`config.mk`:
```
export PLATFORM = sky130hd
export DESIGN_NAME = inst_buffer
export DESIGN_NICKNAME = d
export VERILOG_FILES = /design/src/rtl/inst_buffer.sv
export SDC_FILE = /design/constraint.sdc
export NUM_CORES = 1
export LEC_CHECK = 0
export ABC_AREA = 1
export CAP_MARGIN = 5
export CORE_MARGIN = 1
export CORE_UTILIZATION = 55
export CTS_CLUSTER_SIZE = 14
export DETAILED_ROUTE_END_ITERATION = 8
export PLACE_DENSITY_LB_ADDON = 0.3
export SLEW_MARGIN = 20
export SYNTH_ARGS = -nofsm -noshare
export SYNTH_HDL_FRONTEND = slang
export SYNTH_SLANG_ARGS = --single-unit
export TNS_END_PERCENT = 50
```
`constraint.sdc`:
```
create_clock -name clk -period 7.4 [get_ports clk]
set_input_delay 1.48 -clock clk [delete_from_list [all_inputs] [get_ports clk]]
set_output_delay 1.48 -clock clk [all_outputs]
set_load 0.02 [all_outputs]
```
`src/rtl/inst_buffer.sv`:
```
// inst_buffer: in-order instruction FIFO decoupling fetch from decode.
// Pointers carry one extra wrap bit so full and empty can be told apart.
module inst_buffer #(
  parameter int unsigned XLEN  = 64,
  parameter int unsigned DEPTH = 4
) (
  input  logic                   clk,
  input  logic                   rst,
  input  logic                   flush,
  input  logic                   enq_valid,
  output logic                   enq_ready,
  input  logic [XLEN-1:0]        enq_pc,
  input  logic [31:0]            enq_inst,
  output logic                   deq_valid,
  input  logic                   deq_ready,
  output logic [XLEN-1:0]        deq_pc,
  output logic [31:0]            deq_inst,
  output logic [$clog2(DEPTH):0] count
);

  localparam int unsigned AW = $clog2(DEPTH);
  localparam int unsigned PW = AW + 1;

  logic [PW-1:0]   r_wr_ptr;
  logic [PW-1:0]   r_rd_ptr;
  logic [PW-1:0]   r_count;
  logic [XLEN-1:0] r_mem_pc   [DEPTH];
  logic [31:0]     r_mem_inst [DEPTH];

  logic            w_full;
  logic            w_empty;
  logic            w_enq;
  logic            w_deq;
  logic [AW-1:0]   w_wr_idx;
  logic [AW-1:0]   w_rd_idx;

  // Status flags and handshakes, derived from registered pointers only
  always_comb begin
    w_wr_idx  = r_wr_ptr[AW-1:0];
    w_rd_idx  = r_rd_ptr[AW-1:0];
    w_empty   = (r_wr_ptr == r_rd_ptr);
    w_full    = (w_wr_idx == w_rd_idx) && (r_wr_ptr[AW] != r_rd_ptr[AW]);
    enq_ready = ~w_full;
    deq_valid = ~w_empty;
    w_enq     = enq_valid & ~w_full & ~flush;
    w_deq     = deq_ready & ~w_empty & ~flush;
  end

  // Head entry is presented only while valid; zeros otherwise
  always_comb begin
    deq_pc   = '0;
    deq_inst = '0;
    if (!w_empty) begin
      deq_pc   = r_mem_pc[w_rd_idx];
      deq_inst = r_mem_inst[w_rd_idx];
    end
  end

  assign count = r_count;

  // Pointer and occupancy state; flush clears everything and wins over traffic
  always_ff @(posedge clk or negedge rst) begin
    if (!rst) begin
      r_wr_ptr <= '0;
      r_rd_ptr <= '0;
      r_count  <= '0;
    end else if (flush) begin
      r_wr_ptr <= '0;
      r_rd_ptr <= '0;
      r_count  <= '0;
    end else begin
      if (w_enq) begin
        r_wr_ptr <= r_wr_ptr + PW'(1);
      end
      if (w_deq) begin
        r_rd_ptr <= r_rd_ptr + PW'(1);
      end
      unique case ({w_enq, w_deq})
        2'b10:   r_count <= r_count + PW'(1);
        2'b01:   r_count <= r_count - PW'(1);
        default: r_count <= r_count;
      endcase
    end
  end

  // Storage array; contents are don't-care until written
  always_ff @(posedge clk) begin
    if (w_enq) begin
      r_mem_pc[w_wr_idx]   <= enq_pc;
      r_mem_inst[w_wr_idx] <= enq_inst;
    end
  end

endmodule

```
# Word-level counts from Yosys, hierarchy flattened
# Memory sizes are Yosys's and may differ from the RTL's.
# Index checks and enable logic that the tools add are counted.
op_classes:
  bitwise: 7
  n_addsub: 4
  n_shift: 0
  mul: 0
  reduce_logical: 4
  order_cmp: 0
  n_div: 0
  eq_ne: 5
  mux: 10
op_table:
  columns: ["operator", "n"]
  rows:
  - ["2-to-1 mux 64 bit", 1]
  - ["2-to-1 mux 32 bit", 1]
  - ["2-to-1 mux 3 bit", 5]
  - ["adder 3 x 1 -> 3 bit (second input constant)", 3]
  - ["case mux 3 bit (2 select lines)", 1]
  - ["bitwise AND 1 bit", 4]
  - ["nonzero test 2 bit", 2]
  - ["== test 3 bit", 1]
  - ["inverter 1 bit", 3]
  - ["nonzero test 3 bit", 1]
  - ["subtractor 3 x 1 -> 3 bit (second input constant)", 1]
  - ["== test 2 x 1 -> 1 bit (second input constant)", 1]
  - ["== test 2 bit", 1]
  - ["== test 2 bit (second input constant)", 1]
  - ["2-to-1 mux 1 bit", 2]
  - ["logical AND 1 bit", 1]
  - ["!= test 1 bit", 1]
totals:
  out_inout_bits: 101
  mem_bits_ro: 0
  mem_bits_rw: 384
  ff_bits: 9
  n_memories: 2
  inputBits: 101
  latch_bits: 0
memory_table:
  columns: ["memory", "depth", "word_bits", "read_ports", "rd_clocked_by_memory_dff", "wr", "line", "source"]
  rows:
  - ["r_mem_pc", 4, 64, 1, 0, 1, "27", "logic [XLEN-1:0] r_mem_pc [DEPTH];"]
  - ["r_mem_inst", 4, 32, 1, 0, 1, "28", "logic [31:0] r_mem_inst [DEPTH];"]

# Depth between registers and ports, before layout
# Gate-level depths: netlist of run 1.
logic_depth:
  ltp_word: 8
  depth_mapped: 15
  ltp_nobuf: 15

# Worst setup path before layout of run 1
# No wires, ideal clock.
synth_path:
  path_kind: "input port to flip-flop"
  start: "input flush"
  end: "memory r_mem_inst[0][0], enable pin"
  arrival_time_ns: 5.763
  slack_ns: 1.085
  setup_ns: 0.552
  t_required_ns: 6.848
  path_stages: 3
  path_cell_list: "clkinv_1 -> nand3_2 -> nor2_1"
synth_between:
  elab_chain_cells: 4
synth_lines:
  columns: ["element", "line", "source"]
  rows:
  - ["start, declared", "9", "input logic flush,"]
  - ["inverter 1 bit", "45", "w_enq = enq_valid & ~w_full & ~flush;"]
  - ["bitwise AND 1 bit", "45", null]
  - ["2-to-1 mux 1 bit", "88", "if (w_enq) begin"]
  - ["2-to-1 mux 1 bit (implied by the code)", "90", "r_mem_inst[w_wr_idx] <= enq_inst;"]
  - ["end, declared", "28", null]
# Every way passes these cells.

# Worst setup path after layout of run 1
layout_path:
  start: "register r_rd_ptr[0]"
  end: "output deq_pc[33]"
layout_between:
  elab_chain_cells: 2
  elab_cells_between_ends: 3
layout_lines:
  columns: ["element", "line", "source"]
  rows:
  - ["start, declared", "25", "logic [PW-1:0] r_rd_ptr;"]
  - ["start signal, assigned", "76", "r_rd_ptr <= r_rd_ptr + PW'(1);"]
  - ["memory read (4 x 64 bit) or == test 3 bit (tied branches)", null, null]
  - ["2-to-1 mux 64 bit (*)", "53", "if (!w_empty) begin"]
  - ["end, declared", "16", "output logic [XLEN-1:0] deq_pc,"]
# Every way passes the cells marked *; elsewhere a longest branch is shown, timed or not.

==> results of run 1 <==
## per-stage QoR
| step | hold WS (ns) | setup slack (ns) | area, µm² | util, % | total power [mW] |
|---|---|---|---|---|---|
| floorplan | 0.5320 | 1.085 | 15490 | - | 3.233 |
| global placement | 0.5356 | 2.311 | 17820 | 64.15 | 3.701 |
| detailed placement | 0.5400 | 2.246 | 17820 | 64.15 | 3.722 |
| CTS | 0.5538 | 1.690 | 19050 | 68.59 | 5.602 |
| global route | 0.5772 | 1.420 | 19060 | 68.61 | 5.789 |
| finish | 0.5585 | 1.725 | 19060 | 68.62 | 5.566 |
## cells by family after synthesis
| family | after synthesis | share of synthesized area [%] |
|---|---|---|
| DFF | 393 | 75.90 |
| and+or+nand+nor | 334 | 8.498 |
| AOI/OAI and AO/OA | 297 | 10.37 |
| buffers and inverters | 181 | 4.645 |
| adders and majority gates | 6 | 0.5331 |
| xor gates and xnor gates | 1 | 0.05655 |
## sequential cells by signal (all words and copies together), names as in the netlist
signal and cells:
r_mem_pc 256, r_mem_inst 128, count 3, r_rd_ptr 3, r_wr_ptr 3
## where the power goes
part	switching, mW	internal [mW]	leakage [nW]
clock network	0.781	1.11	0.610
logic	0.669	0.442	2.79
registers	0.0500	2.51	3.61
## worst max-delay path, cell delays in order (launching register included)
cell             delay (ns)
dfrtp_4                0.79
inv_6                  0.58
nand2_1                0.15
nand2_2                0.13
nand3_4                0.70
buf_4                  0.55
nand2_1                0.11
inv_1                  0.04
clkdlybuf4s50_1        0.53
## per-layer routing
layer / vias up / track usage, % / part of all wire [%]
met5: - / 0 / 0
met4: 0 / 7.599 / 2.2
met3: 55 / 4.186 / 6.7
met2: 356 / 39.54 / 50
met1: 4777 / 30.17 / 41
li1: 4657 / - / -
## layout make-up
cell class / instances / area [µm²]
antenna: 2 / 5.005
clock buffer: 45 / 1041
clock inverter: 26 / 192.7
fill: 2005 / 8718
inverter: 109 / 415.4
multi-input combinational: 638 / 3044
sequential: 393 / 11760
tap: 378 / 473.0
timing repair buffer: 211 / 2128
## Yosys cell counts, drive strengths merged
cell,n,area [µm²]
edfxtp,384,11530
o21ai,199,996.0
nor2,198,753.2
nand2,125,479.2
inv,108,405.4
o22ai,96,600.6
clkbuf,49,185.2
buf,23,125.1
nand3,10,77.58
dfrtp,9,225.2
ha,5,62.56
a21oi,2,10.01
clkinv,1,3.750
fa,1,20.02
nand4,1,6.260
xnor2,1,8.760
## layout by cell type (no fill, tap or decap), types with 3 or more instances in the layout
cell | Yosys | final
nor2_1 | 196 | 192
nand3_2 | 3 | 3
clkinv_2 | 0 | 11
nand2_2 | 4 | 4
buf_4 | 4 | 6
o21ai_0 | 177 | 177
clkbuf_1 | 48 | 4
buf_12 | 0 | 3
nor2_4 | 1 | 5
bufinv_16 | 0 | 3
clkinv_1 | 1 | 13
nand3_1 | 6 | 6
o22ai_1 | 96 | 96
inv_1 | 107 | 106
ha_1 | 5 | 5
edfxtp_1 | 384 | 384
o21ai_1 | 22 | 22
clkbuf_16 | 0 | 41
dfrtp_1 | 9 | 7
nand2_1 | 121 | 121
clkdlybuf4s50_1 | 0 | 201
## path summary, 6_finish.rpt
| check | from | to | depth (start not counted) |
|---|---|---|---|
| worst min register to register | count[0]$_DFFE_PN0P_ | count[0]$_DFFE_PN0P_ | 1 |
| worst max register to register | r_rd_ptr[0]$_DFFE_PN0P_ | count[2]$_DFFE_PN0P_ | 16 |
| max in group asynchronous | rst | r_rd_ptr[1]$_DFFE_PN0P_ | 1 |
| worst max-delay path | r_rd_ptr[0]$_DFFE_PN0P_ | deq_pc[33] | 8 |
| worst min-delay path | count[0]$_DFFE_PN0P_ | count[0]$_DFFE_PN0P_ | 1 |
| min in group asynchronous | rst | r_rd_ptr[0]$_DFFE_PN0P_ | 1 |
==> reports/metrics.cfg, run 1 <==
[floorplanning]
die-area_um2 = 28840
placementRows = 61
io_pins = 202
core-area_um2 = 27780
die_w_um = 169.8
die_h_um = 169.8
initial_core_util_pct = 55.76

[cells_and_area]
final_nets = 1499
stdcell_count = 1802
area_delta_synth_final_pct = 23.07
drive_above_1_share_pct = 5.837

[global_route]
grt_overflow = 0
grt_pass1_vias = 9680
antenna_found_initial = 1
grt_max_degree = 118
grtUsageTotal_pct = 23.17
grt_pass1_wl_mm = 51.12

[place]
placed_cells = 1729
gp_congestion = 0.7903
hpwlAfterDp_mm = 17.76
portBuffers = 201

[clock_network]
cts_buffers = 39
cts.sinks = 393
post_cts_resized = 0
htreeDepth = 2
cts_root_buffer = clkbuf_16
clk_latency_ns = 0.52
clk_pin_slew_ns = 0.06
postCtsSetupRepairBufs = 0
cts_tree = yes
postCtsHoldBufs = 0
clk_path_buf_depth = 3

[pwr]
ir_worst_vdd_uv = 194.0
p_leak_nw = 7.008
powerDensity_nw_per_um2 = 292.0

[logic_synthesis]
synth_nets = 1319
syn_inst = 1212
syn-cell-area_um2 = 15490
yosysWarnings = 0
synth_seq_cells = 393
synthDistinctLibCells = 25
avgSynthCellArea_um2 = 12.78
synth_seq_area_share_pct = 75.90

[drt]
dr_total_vias = 9845
drt-pass1-iter-count = 5
ant_nets = 0
drc = 0
first_iter_violations = 887
avgRoutedWirePerCell_um = 18.37
wl_mm = 33.10
vias_per_cell = 5.463

[sta]
fin_tns_setup_ns = 0
fin_skew_ns = 0.01122
post-route-min-period_ns = 5.675
relSlewSlack_pct = 28.21
hold_violations = 0
grt_setup_unrepaired = no
worst_pin_slew_ns = 1.077
setup_viol = 0
clock.fmax_ghz = 0.1762
period_share_pct = 76.69
slew_viol_final = 0

[min_path]
min_path_type = register to register

[worst_setup_path]
end_kind = output port
critPathMaxFanout = 88
reg2reg_slack_ns = 2.88
crit_type = register to output port
cp.arrival_ns = 4.19
required_ns = 5.92
start_kind = register

[run_status]
status = finished clean

[flow_run]
maxCapViolations = 0

Power figures use the tool's default switching activity.
==> run 2: changes to the inputs <==
Clock period 7.4 ns to 5.7 ns, I/O delays scaled along.
==> reports/metrics.cfg, run 2 (same netlist as run 1, synthesis figures left out) <==
[sta]
post-route-worst-setup-slack_ns = 1.011  ; was 1.725 ns
slew_viol_final = 0  ; unchanged
hold_violations = 0  ; unchanged
fin_skew_ns = 0.01011  ; was 0.01122 ns
grt_setup_unrepaired = no  ; unchanged
whs_ns = 0.5432  ; was 0.5585 ns
relSlewSlack_pct = 28.25  ; was 28.21%
fin_tns_setup_ns = 0  ; unchanged
post-route-min-period_ns = 4.689
period_share_pct = 82.27
setup_viol = 0  ; unchanged
clock.fmax_ghz = 0.2133
worst_pin_slew_ns = 1.076  ; was 1.077 ns

[cells_and_area]
final_cell_mix = edfxtp_1 (384), clkdlybuf4s50_1 (201), nor2_1 (192), o21ai_0 (177), nand2_1 (121)  ; unchanged
top_register = r_mem_pc  ; unchanged
drive_above_1_share_pct = 5.704  ; was 5.837%
top_regs = r_mem_pc x256, r_mem_inst x128  ; unchanged
antenna_cells = 0  ; was 2
largest_reg_flops = 256  ; unchanged
finalCoreUtilization_pct = 68.46  ; was 68.62%
final_nets = 1504  ; was 1499
fillers = 2014  ; was 2005
area_delta_synth_final_pct = 22.79  ; was 23.07%
stdcell_area_um2 = 19020  ; was 19060 µm²
mostFrequentLayoutCell = edfxtp_1  ; unchanged

[pwr]
internal-power_mw = 5.237  ; was 4.065 mW
p_comb_share_pct = 20.3  ; was 20.0%
pwr-share-seq_pct = 46.4  ; was 46.1%
switchingPower_mw = 1.899  ; was 1.501 mW
sw_frac_of_total_pct = 26.61  ; was 26.96%
p_leak_nw = 6.989  ; was 7.008 nW
clkPwrFrac_pct = 33.3  ; was 34.0%
powerDensity_nw_per_um2 = 375.2  ; was 292.0 nW/µm²
ir_worst_vdd_uv = 251.8  ; was 194.0 µV

[global_route]
grt_pass1_wl_mm = 49.78  ; was 51.12 mm
grt_max_degree = 103  ; was 118
grtUsageTotal_pct = 22.56  ; was 23.17%
grt_overflow = 0  ; unchanged
grt_pass1_vias = 9505  ; was 9680
antenna_found_initial = 1  ; unchanged

[drt]
vias_per_cell = 5.455  ; was 5.463
dr_total_vias = 9808  ; was 9845
drt-pass1-iter-count = 5  ; unchanged
first_iter_violations = 722  ; was 887
wl_mm = 32.33  ; was 33.10 mm
ant_nets = 0  ; unchanged
avgRoutedWirePerCell_um = 17.98  ; was 18.37 µm
drc = 0  ; unchanged

[worst_setup_path]
end_kind = output port  ; unchanged
path_cells = inv_6 > nand2_1 > nand2_2 > nand3_4 > buf_4 > nand2_1 > inv_1 > clkdlybuf4s50_1  ; unchanged
cp.arrival_ns = 3.55  ; was 4.19 ns
start_kind = register  ; unchanged
critPathMaxFanout = 79  ; was 88
rr_startpoint = r_rd_ptr[0]$_DFFE_PN0P_  ; unchanged
required_ns = 4.56  ; was 5.92 ns
cp_num_buf_inv = 4  ; unchanged
reg2reg_slack_ns = 2.57  ; was 2.88 ns
cpMaxStageDelayCell = dfrtp_4  ; unchanged
crit_family = buffers and inverters  ; unchanged
crit_type = register to output port  ; unchanged
crit_path_max_incr_delay_ns = 0.75  ; was 0.79 ns
critical_path.startpoint = r_rd_ptr[0]$_DFFE_PN0P_  ; unchanged
cp_common_cell = nand2_1  ; unchanged

[floorplanning]
placementRows = 61  ; unchanged
die_h_um = 169.8  ; unchanged
die_w_um = 169.8  ; unchanged
core-area_um2 = 27780  ; unchanged
initial_core_util_pct = 55.76  ; unchanged
die-area_um2 = 28840  ; unchanged
io_pins = 202  ; unchanged

[run_status]
status = finished clean  ; unchanged

[place]
hpwlAfterDp_mm = 17.61  ; was 17.76 mm
dp_slack_ns = 1.549  ; was 2.246 ns
dpl_cell_area_um2 = 17850  ; was 17820 µm²
gp_congestion = 0.7699  ; was 0.7903
portBuffers = 201  ; unchanged

[clock_network]
clk_latency_ns = 0.51  ; was 0.52 ns
cts_root_buffer = clkbuf_16  ; unchanged
postCtsHoldBufs = 0  ; unchanged
postCtsSetupRepairBufs = 0  ; unchanged
post_cts_resized = 0  ; unchanged
clk_path_buf_depth = 3  ; unchanged
clk_pin_slew_ns = 0.06  ; about the same
cts_tree = yes  ; unchanged
htreeDepth = 2  ; unchanged
cts_buffers = 39  ; unchanged
cts.sinks = 393  ; unchanged

[flow_run]
maxCapViolations = 0  ; unchanged

[min_path]
holdCritStartpoint = count[1]$_DFFE_PN0P_  ; was count[0]$_DFFE_PN0P_
min_path_type = register to register  ; unchanged

-- run 2: path summary, 6_finish.rpt --
| check | to | cells past startpoint |
|---|---|---|
| setup / recovery | deq_pc[52] | 8 |
| hold / removal | count[1]$_DFFE_PN0P_ | 2 |
| setup reg to reg | r_mem_pc[0][55]$_DFFE_PP_ | 7 |
| hold reg to reg | count[1]$_DFFE_PN0P_ | 2 |
| max in group asynchronous | r_rd_ptr[0]$_DFFE_PN0P_ | 1 |
| min in group asynchronous | r_rd_ptr[2]$_DFFE_PN0P_ | 1 |
-- run 2: routing by layer --
metal	up-vias	GRT usage, %	wire (µm)
li1	4670	-	-
met1	4738	29.06	13350
met2	322	38.85	16060
met3	76	3.674	1959
met4	2	8.069	946
met5	-	0	11
-- run 2: final cells by class --
cell class                 count  area (µm²)  share of cell area [%]
multi-input combinational    638        3044                   16.01
clock buffer                  54        1075                   5.651
timing repair buffer         216        2150                   11.30
inverter                     109       415.4                   2.184
sequential                   393       11760                   61.85
tap                          378       473.0                   2.487
clock inverter                10       98.84                  0.5197
-- run 2: worst register-to-register path, delay by kind of cell, from the launching register on --
family	cells	cell delay [ns]
flip-flops	1	0.75
buffers and inverters	2	0.81
AND/OR/NAND/NOR	5	1.17
-- run 2: metrics by stage --
step           power (mW)  instances
5_1_grt             7.418       1798
6_report            7.136       1798
3_5_place_dp        4.823       1734
4_1_cts             7.190       1798
3_3_place_gp        4.794       1734
2_1_floorplan       4.197       1212
-- run 2: power by group through the flow --
stage	logic (mW)	clock network [mW]	registers, mW
after floorplan	0.833	0	3.36
after global placement	1.43	0	3.37
after detailed placement	1.45	0	3.37
after CTS	1.46	2.42	3.31
after global routing	1.59	2.52	3.32
final	1.45	2.38	3.31
